--- config.mk ---
export PLATFORM = sky130hd
export DESIGN_NAME = trip_odometer
export DESIGN_NICKNAME = d
export VERILOG_FILES = /design/src/rtl/dashboard_pkg.sv /design/src/rtl/trip_odometer_bin2bcd_seq.sv /design/src/rtl/trip_odometer.sv
export SDC_FILE = /design/constraint.sdc
export NUM_CORES = 1
export LEC_CHECK = 0
export BUFFER_PORTS_ARGS = -buffer_cell sky130_fd_sc_hd__buf_4
export CAP_MARGIN = 20
export CORE_ASPECT_RATIO = 0.9
export CORE_MARGIN = 8
export CORE_UTILIZATION = 38
export CTS_CLUSTER_DIAMETER = 100
export DETAILED_ROUTE_END_ITERATION = 7
export GPL_TIMING_DRIVEN = 0
export PLACE_DENSITY = 0.61
export SLEW_MARGIN = 30
export SYNTH_ARGS = -nofsm -noshare
export SYNTH_HDL_FRONTEND = slang
export SYNTH_SLANG_ARGS = --single-unit
export TNS_END_PERCENT = 5
--- constraint.sdc ---
create_clock -name clk -period 4.1 [get_ports clk]
set_input_delay 0.41 -clock clk [delete_from_list [all_inputs] [get_ports clk]]
set_output_delay 0.41 -clock clk [all_outputs]
set_load 0.01 [all_outputs]
--- src/rtl/dashboard_pkg.sv ---
// Shared dashboard definitions: display modes, display nibble codes, distance
// step threshold and the BCD helpers used by the odometer and speed converter.
package dashboard_pkg;

   typedef enum logic [1:0] {
      MODE_SPEED = 2'd0,
      MODE_ODO   = 2'd1,
      MODE_TRIP  = 2'd2
   } disp_mode_e;

   localparam logic [3:0] BLANK_NIBBLE = 4'hF;
   localparam logic [3:0] TAG_ODO      = 4'hA;
   localparam logic [3:0] TAG_TRIP     = 4'hB;

   // km/h integrated per tick: 0.1 km = 360 km/h * 1 s, scaled by the tick rate
   localparam int STEP_PER_HZ = 360;

   function automatic logic [12:0] step_th(input int tick_hz);
      return 13'(STEP_PER_HZ * tick_hz);
   endfunction

   // Returns {carry_out, digit}; a digit of 9 (or an illegal code) rolls to 0.
   function automatic logic [4:0] bcd_digit_inc(input logic [3:0] d, input logic cin);
      logic [4:0] r;
      if (!cin) begin
         r = {1'b0, d};
      end else if (d >= 4'd9) begin
         r = {1'b1, 4'd0};
      end else begin
         r = {1'b0, d + 4'd1};
      end
      return r;
   endfunction

   function automatic logic [3:0] dabble_adj(input logic [3:0] d);
      logic [3:0] r;
      if (d >= 4'd5) begin
         r = d + 4'd3;
      end else begin
         r = d;
      end
      return r;
   endfunction

endpackage

--- src/rtl/trip_odometer_bin2bcd_seq.sv ---
// Sequential 9-bit binary to 3-digit BCD converter (shift-add-3, one bit per
// cycle). A start pulse is only accepted while idle.
module bin2bcd_seq
   import dashboard_pkg::*;
(
   input  logic        clk,
   input  logic        rst,
   input  logic        start,
   input  logic [8:0]  bin,
   output logic        busy,
   output logic        done,
   output logic [11:0] bcd
);

   typedef enum logic [1:0] {
      CV_IDLE  = 2'd0,
      CV_SHIFT = 2'd1,
      CV_DONE  = 2'd2
   } cv_state_e;

   cv_state_e   r_state;
   logic [8:0]  r_bin;
   logic [11:0] r_work;
   logic [3:0]  r_cnt;
   logic [11:0] r_bcd;
   logic        r_done;
   logic [11:0] w_adj;
   logic        w_unused_msb;

   always_comb begin
      w_adj = {dabble_adj(r_work[11:8]), dabble_adj(r_work[7:4]), dabble_adj(r_work[3:0])};
      w_unused_msb = w_adj[11];
   end

   always_ff @(posedge clk) begin
      if (rst) begin
         r_state <= CV_IDLE;
         r_bin   <= 9'd0;
         r_work  <= 12'd0;
         r_cnt   <= 4'd0;
         r_bcd   <= 12'd0;
         r_done  <= 1'b0;
      end else begin
         r_done <= 1'b0;
         case (r_state)
            CV_IDLE: begin
               if (start) begin
                  r_bin   <= bin;
                  r_work  <= 12'd0;
                  r_cnt   <= 4'd0;
                  r_state <= CV_SHIFT;
               end
            end
            CV_SHIFT: begin
               // adjust digits >= 5 before shifting in the next binary bit
               r_work <= {w_adj[10:0], r_bin[8]};
               r_bin  <= {r_bin[7:0], 1'b0};
               r_cnt  <= r_cnt + 4'd1;
               if (r_cnt == 4'd8) begin
                  r_state <= CV_DONE;
               end
            end
            CV_DONE: begin
               r_bcd   <= r_work;
               r_done  <= 1'b1;
               r_state <= CV_IDLE;
            end
            default: begin
               r_state <= CV_IDLE;
            end
         endcase
      end
   end

   assign busy = (r_state != CV_IDLE);
   assign done = r_done;
   assign bcd  = r_bcd;

endmodule

--- src/rtl/trip_odometer.sv ---
// Odometer/trip integrator with display-mode FSM and registered display word.
// Optional service reminder enabled by defining SERVICE_REMINDER_EN.
module trip_odometer
   import dashboard_pkg::*;
#(
   parameter int          TICK_HZ          = 10,
   parameter logic [23:0] ODO_INIT_BCD     = 24'h000000,
   parameter logic [15:0] SERVICE_INTERVAL = 16'd50000
)
(
   input  logic        clk,
   input  logic        rst,
   input  logic        tick_in,
   input  logic [8:0]  speed_kmh,
   input  logic        trip_clr,
   input  logic        mode_next,
   input  logic        service_ack,
   output logic [23:0] odo_bcd,
   output logic [15:0] trip_bcd,
   output logic [31:0] disp_value,
   output logic [1:0]  disp_mode,
   output logic        service_due
);

   localparam logic [12:0] STEP_TH = step_th(TICK_HZ);

   logic [12:0] r_acc;
   logic [23:0] r_odo;
   logic [15:0] r_trip;
   disp_mode_e  r_mode;
   logic [31:0] r_disp;

   logic [13:0] w_sum;
   logic        w_step;
   logic [12:0] w_acc_next;
   logic [23:0] w_odo_inc;
   logic [15:0] w_trip_inc;
   logic        w_conv_busy;
   logic        w_conv_done;
   logic        w_conv_start;
   logic [11:0] w_speed_bcd;
   logic        w_unused_conv;

   always_comb begin
      w_sum      = {1'b0, r_acc} + {5'd0, speed_kmh};
      w_step     = 1'b0;
      w_acc_next = r_acc;
      if (tick_in) begin
         if (w_sum >= {1'b0, STEP_TH}) begin
            w_step     = 1'b1;
            w_acc_next = w_sum[12:0] - STEP_TH;
         end else begin
            w_acc_next = w_sum[12:0];
         end
      end else begin
         w_acc_next = r_acc;
      end
   end

   // carry out of the top digit is dropped, giving the 999999 -> 000000 wrap
   always_comb begin
      logic       w_c;
      logic [4:0] w_d;
      w_c       = 1'b1;
      w_d       = 5'd0;
      w_odo_inc = r_odo;
      for (int i = 0; i < 6; i++) begin
         w_d = bcd_digit_inc(r_odo[i*4 +: 4], w_c);
         w_odo_inc[i*4 +: 4] = w_d[3:0];
         w_c = w_d[4];
      end
   end

   always_comb begin
      logic       w_c;
      logic [4:0] w_d;
      w_c        = 1'b1;
      w_d        = 5'd0;
      w_trip_inc = r_trip;
      for (int i = 0; i < 4; i++) begin
         w_d = bcd_digit_inc(r_trip[i*4 +: 4], w_c);
         w_trip_inc[i*4 +: 4] = w_d[3:0];
         w_c = w_d[4];
      end
   end

   always_ff @(posedge clk) begin
      if (rst) begin
         r_acc  <= 13'd0;
         r_odo  <= ODO_INIT_BCD;
         r_trip <= 16'd0;
      end else begin
         r_acc <= w_acc_next;
         if (w_step) begin
            r_odo <= w_odo_inc;
         end
         if (trip_clr) begin
            r_trip <= 16'd0;
         end else if (w_step) begin
            r_trip <= w_trip_inc;
         end
      end
   end

   always_ff @(posedge clk) begin
      if (rst) begin
         r_mode <= MODE_SPEED;
      end else begin
         case (r_mode)
            MODE_SPEED: if (mode_next) r_mode <= MODE_ODO;
            MODE_ODO:   if (mode_next) r_mode <= MODE_TRIP;
            MODE_TRIP:  if (mode_next) r_mode <= MODE_SPEED;
            default:    r_mode <= MODE_SPEED;
         endcase
      end
   end

   assign w_conv_start = tick_in & ~w_conv_busy;

   bin2bcd_seq u_bin2bcd (
      .clk   (clk),
      .rst   (rst),
      .start (w_conv_start),
      .bin   (speed_kmh),
      .busy  (w_conv_busy),
      .done  (w_conv_done),
      .bcd   (w_speed_bcd)
   );

   assign w_unused_conv = w_conv_done;

   always_ff @(posedge clk) begin
      if (rst) begin
         r_disp <= {{5{BLANK_NIBBLE}}, 12'h000};
      end else begin
         case (r_mode)
            MODE_SPEED: r_disp <= {{5{BLANK_NIBBLE}}, w_speed_bcd};
            MODE_ODO:   r_disp <= {TAG_ODO, BLANK_NIBBLE, r_odo};
            MODE_TRIP:  r_disp <= {TAG_TRIP, {3{BLANK_NIBBLE}}, r_trip};
            default:    r_disp <= {{5{BLANK_NIBBLE}}, w_speed_bcd};
         endcase
      end
   end

`ifdef SERVICE_REMINDER_EN
   logic [15:0] r_svc_cnt;
   logic        r_svc_due;
   logic        w_svc_set;

   assign w_svc_set = w_step && (r_svc_cnt == (SERVICE_INTERVAL - 16'd1));

   // a new reminder takes priority over a simultaneous acknowledge
   always_ff @(posedge clk) begin
      if (rst) begin
         r_svc_cnt <= 16'd0;
         r_svc_due <= 1'b0;
      end else begin
         if (w_svc_set) begin
            r_svc_cnt <= 16'd0;
            r_svc_due <= 1'b1;
         end else begin
            if (w_step) begin
               r_svc_cnt <= r_svc_cnt + 16'd1;
            end
            if (service_ack) begin
               r_svc_due <= 1'b0;
            end
         end
      end
   end

   assign service_due = r_svc_due;
`else
   logic w_unused_svc;
   assign w_unused_svc = ^{service_ack, SERVICE_INTERVAL};
   assign service_due  = 1'b0;
`endif

   assign odo_bcd    = r_odo;
   assign trip_bcd   = r_trip;
   assign disp_value = r_disp;
   assign disp_mode  = r_mode;

endmodule
==> impl_metrics.json <==
{
  "drtIter0Drc": 485,
  "power_frac_clock": 0.451,
  "worst-path-stages": 12,
  "totalWireLength_mm": 19.5,
  "cp-end-kind": "register",
  "synth_top_family_by_area": "compound AO/OA/AOI/OAI gates",
  "netSwitchingPower_w": 0.000845,
  "rsz0062_at_grt": "false",
  "clock_sinks": 120,
  "grt_antenna_before_repair": 0,
  "root_buffer": "clkbuf_16",
  "fp.dieW_um": 155,
  "maxCapViolations": 0,
  "synthArstFlopShare": 0,
  "fin_nets": 973,
  "fin_setup_tns_ns": 0,
  "drive_gt1_frac": 0.152,
  "h-tree-depth": 4,
  "synth_fa_ha_area_frac": 0.104,
  "cts_buffers": 17,
  "grt_pass1_vias": 5590,
  "path_max_fanout": 10,
  "syn_inst": 800,
  "max_freq_mhz": 264,
  "setup_viol": 0,
  "met1_usage": 0.241,
  "internal_power_w": 0.00217,
  "crit_arrival_ns": 4.07,
  "avgSynthCellArea_um2": 8.22,
  "fp-row-count": 45,
  "hpwl_mm": 14.3,
  "synth_area_mm2": 0.00658,
  "hold_ws_ns": 0.275,
  "synth_compound_area_frac": 0.236,
  "grt_max_degree": 17,
  "ant_nets": 0,
  "die-area_mm2": 0.0218,
  "yosysWarnings": 0,
  "use_met3": 0.0419,
  "grt_pass1_wl_mm": 30.9,
  "max-vdd-ir-drop_v": 0.000328,
  "core_area_mm2": 0.0169,
  "gp_congestion": 0.832,
  "worst_pin_slew_ns": 0.820,
  "antenna_cells": 0,
  "synth-edff-count": 0,
  "muxShareOfSynthArea": 0.0223,
  "clk_pin_slew_ns": 0.06,
  "reg2reg_from": "r_acc[0]",
  "hold_viol": 0,
  "synth-simple-area-share": 0.194,
  "postCtsSetupBuffers": 0,
  "startpoint": "r_acc[0]",
  "power_density_mw_per_mm2": 377,
  "ios": 90,
  "avgRoutedWirePerCell_um": 17.3,
  "startpoint_type": "register",
  "cts_max_path_buffers": 2,
  "crit_chain": "ha_1 > fa_1 > a211o_1 > a2111o_1 > a222oi_1 > o211a_2 > nand2_2 > a21o_1 > buf_6 > clkbuf_1 > nand4b_1 > a21oi_1",
  "initial_core_util": 0.389,
  "drc_errors": 0,
  "min_period_ns": 3.79,
  "combPwrFrac": 0.139,
  "grt_overflow_total": 0,
  "globalRoute.busiestLayer": "met2",
  "relSlewSlack": 0.448,
  "slowest_delay_ns": 0.44,
  "cpMaxStageDelayCell": "a222oi_1",
  "grt_usage": 0.177,
  "seq_area_frac_synth": 0.365,
  "min_path_cells": 3,
  "ys_seq_elements": 120,
  "dieHeight_um": 141,
  "synth_flop_cell": "dfxtp_1",
  "critPathKind": "reg2reg",
  "reg2reg_depth": 12,
  "drv_slew": 0,
  "period_share": 0.925,
  "cp.required_ns": 4.38,
  "p_sw_frac": 0.281,
  "synthXorXnorAreaFrac": 0.0146,
  "outcome": "finished clean",
  "cts-hold-fix-buffers": 0,
  "cts_tree": "built",
  "io_buffers": 80,
  "crit_buf_inv": 2,
  "hp-start": "mode_next",
  "ys_types": 71,
  "syn_to_final_growth_pct": 21.5,
  "cpLargestDelayFamily": "compound AO/OA/AOI/OAI gates",
  "seqPwrFrac": 0.411,
  "vias": 6177,
  "dr.pass1.iters": 5,
  "p_leak_nw": 3.19,
  "clk-insertion-delay-late_ns": 0.42,
  "hold_path_class": "in2reg",
  "cts_resized": 0,
  "via_per_inst": 5.48,
  "fin_skew_ns": 0.00854,
  "use_met2": 0.268
}
==> cell usage in the layout (no fill, tap or decap), drive strengths merged, types with 9 or more instances in the layout <==
cell      n
a211oi   18
a21o      9
a21oi    70
a22oi    22
and3     10
buf     102
clkbuf   50
dfxtp   120
ha       53
inv      47
mux2i     9
nand2    81
nand2b   12
nand3    20
nand4     9
nor2     76
nor3     24
o21ai    31
==> through the flow <==
step                std cells  worst slack (ns)  utilization  power (W)  instance area [um^2]
detailed placement       1096             0.124        0.442    0.00168                  7460
floorplan                 805             0.777            -    0.00154                  6600
finish                   1127             0.308        0.473    0.00301                  8000
global placement         1096             0.127        0.442    0.00168                  7460
CTS                      1127             0.356        0.473    0.00303                  8000
global route             1127             0.175        0.473    0.00313                  8000
==> Yosys cell counts (10+ instances only) <==
cell type / instances / area share
a211oi_1: 18 / 0.021
inv_1: 46 / 0.026
nor2_1: 75 / 0.043
nand3_1: 20 / 0.015
a21oi_1: 69 / 0.052
a22oi_1: 22 / 0.025
and3_1: 10 / 0.0095
clkbuf_1: 30 / 0.017
dfxtp_1: 120 / 0.37
nor3_1: 24 / 0.018
ha_1: 53 / 0.10
nand2_1: 80 / 0.046
o21ai_0: 31 / 0.024
nand2b_1: 12 / 0.011
==> state kept, by name, summed over array words and instances (netlist names) <==
signal / flops
u_bin2bcd.r_cnt: 4
u_bin2bcd.r_bin: 9
disp_mode: 2
u_bin2bcd.r_work: 12
disp_value: 26
r_acc: 13
u_bin2bcd.r_state: 2
trip_bcd: 16
u_bin2bcd.bcd: 12
odo_bcd: 24
==> area by class of cell <==
| class | instances | area (um^2) |
|---|---|---|
| repair buffers | 80 | 601 |
| clock inverters | 11 | 76.3 |
| multi-input cells | 586 | 3780 |
| plain buffers | 52 | 238 |
| inverters | 47 | 176 |
| well taps | 211 | 264 |
| fillers | 1677 | 8900 |
| flip-flops and latches | 120 | 2400 |
| clock buffers | 20 | 457 |
==> worst reg2reg max path: stages (launching register included) <==
cell	delay, ns
dfxtp_1	0.31
ha_1	0.21
fa_1	0.43
a211o_1	0.37
a2111o_1	0.43
a222oi_1	0.44
o211a_2	0.37
nand2_2	0.11
a21o_1	0.22
buf_6	0.15
clkbuf_1	0.31
nand4b_1	0.21
a21oi_1	0.08
==> worst paths after layout <==
kind                                          to  slack, ns
worst max-delay path                 trip_bcd[1]       0.31
worst min-delay path                disp_mode[0]       0.27
worst max register to register       trip_bcd[1]       0.31
worst min register to register  u_bin2bcd.bcd[0]       0.46
==> power groups by stage <==
stage | registers [W] | logic [W] | clock network, W
3_5_place_dp | 0.00126 | 0.000417 | 0
4_1_cts | 0.00124 | 0.000418 | 0.00138
2_1_floorplan | 0.00127 | 0.000273 | 0
3_3_place_gp | 0.00126 | 0.000414 | 0
5_1_grt | 0.00124 | 0.000466 | 0.00143
6_report | 0.00124 | 0.000418 | 0.00136
==> cell families after synthesis <==
| kind of cell | Yosys count |
|---|---|
| other | 2 |
| and+or+nand+nor | 269 |
| DFF | 120 |
| AOI/OAI and AO/OA | 231 |
| adders and majority gates | 54 |
| muxes | 14 |
| xor gates and xnor gates | 11 |
| buffers and inverters | 99 |
==> per-layer routing <==
| layer | part of all wire | up-vias | wire [um] |
|---|---|---|---|
| li1 | - | 3057 | - |
| met1 | 0.49 | 2891 | 9470 |
| met2 | 0.44 | 203 | 8510 |
| met3 | 0.059 | 26 | 1150 |
| met4 | 0.018 | 0 | 350 |
| met5 | 0 | - | 0 |
Note: power is estimated with default switching activity, not from simulation.
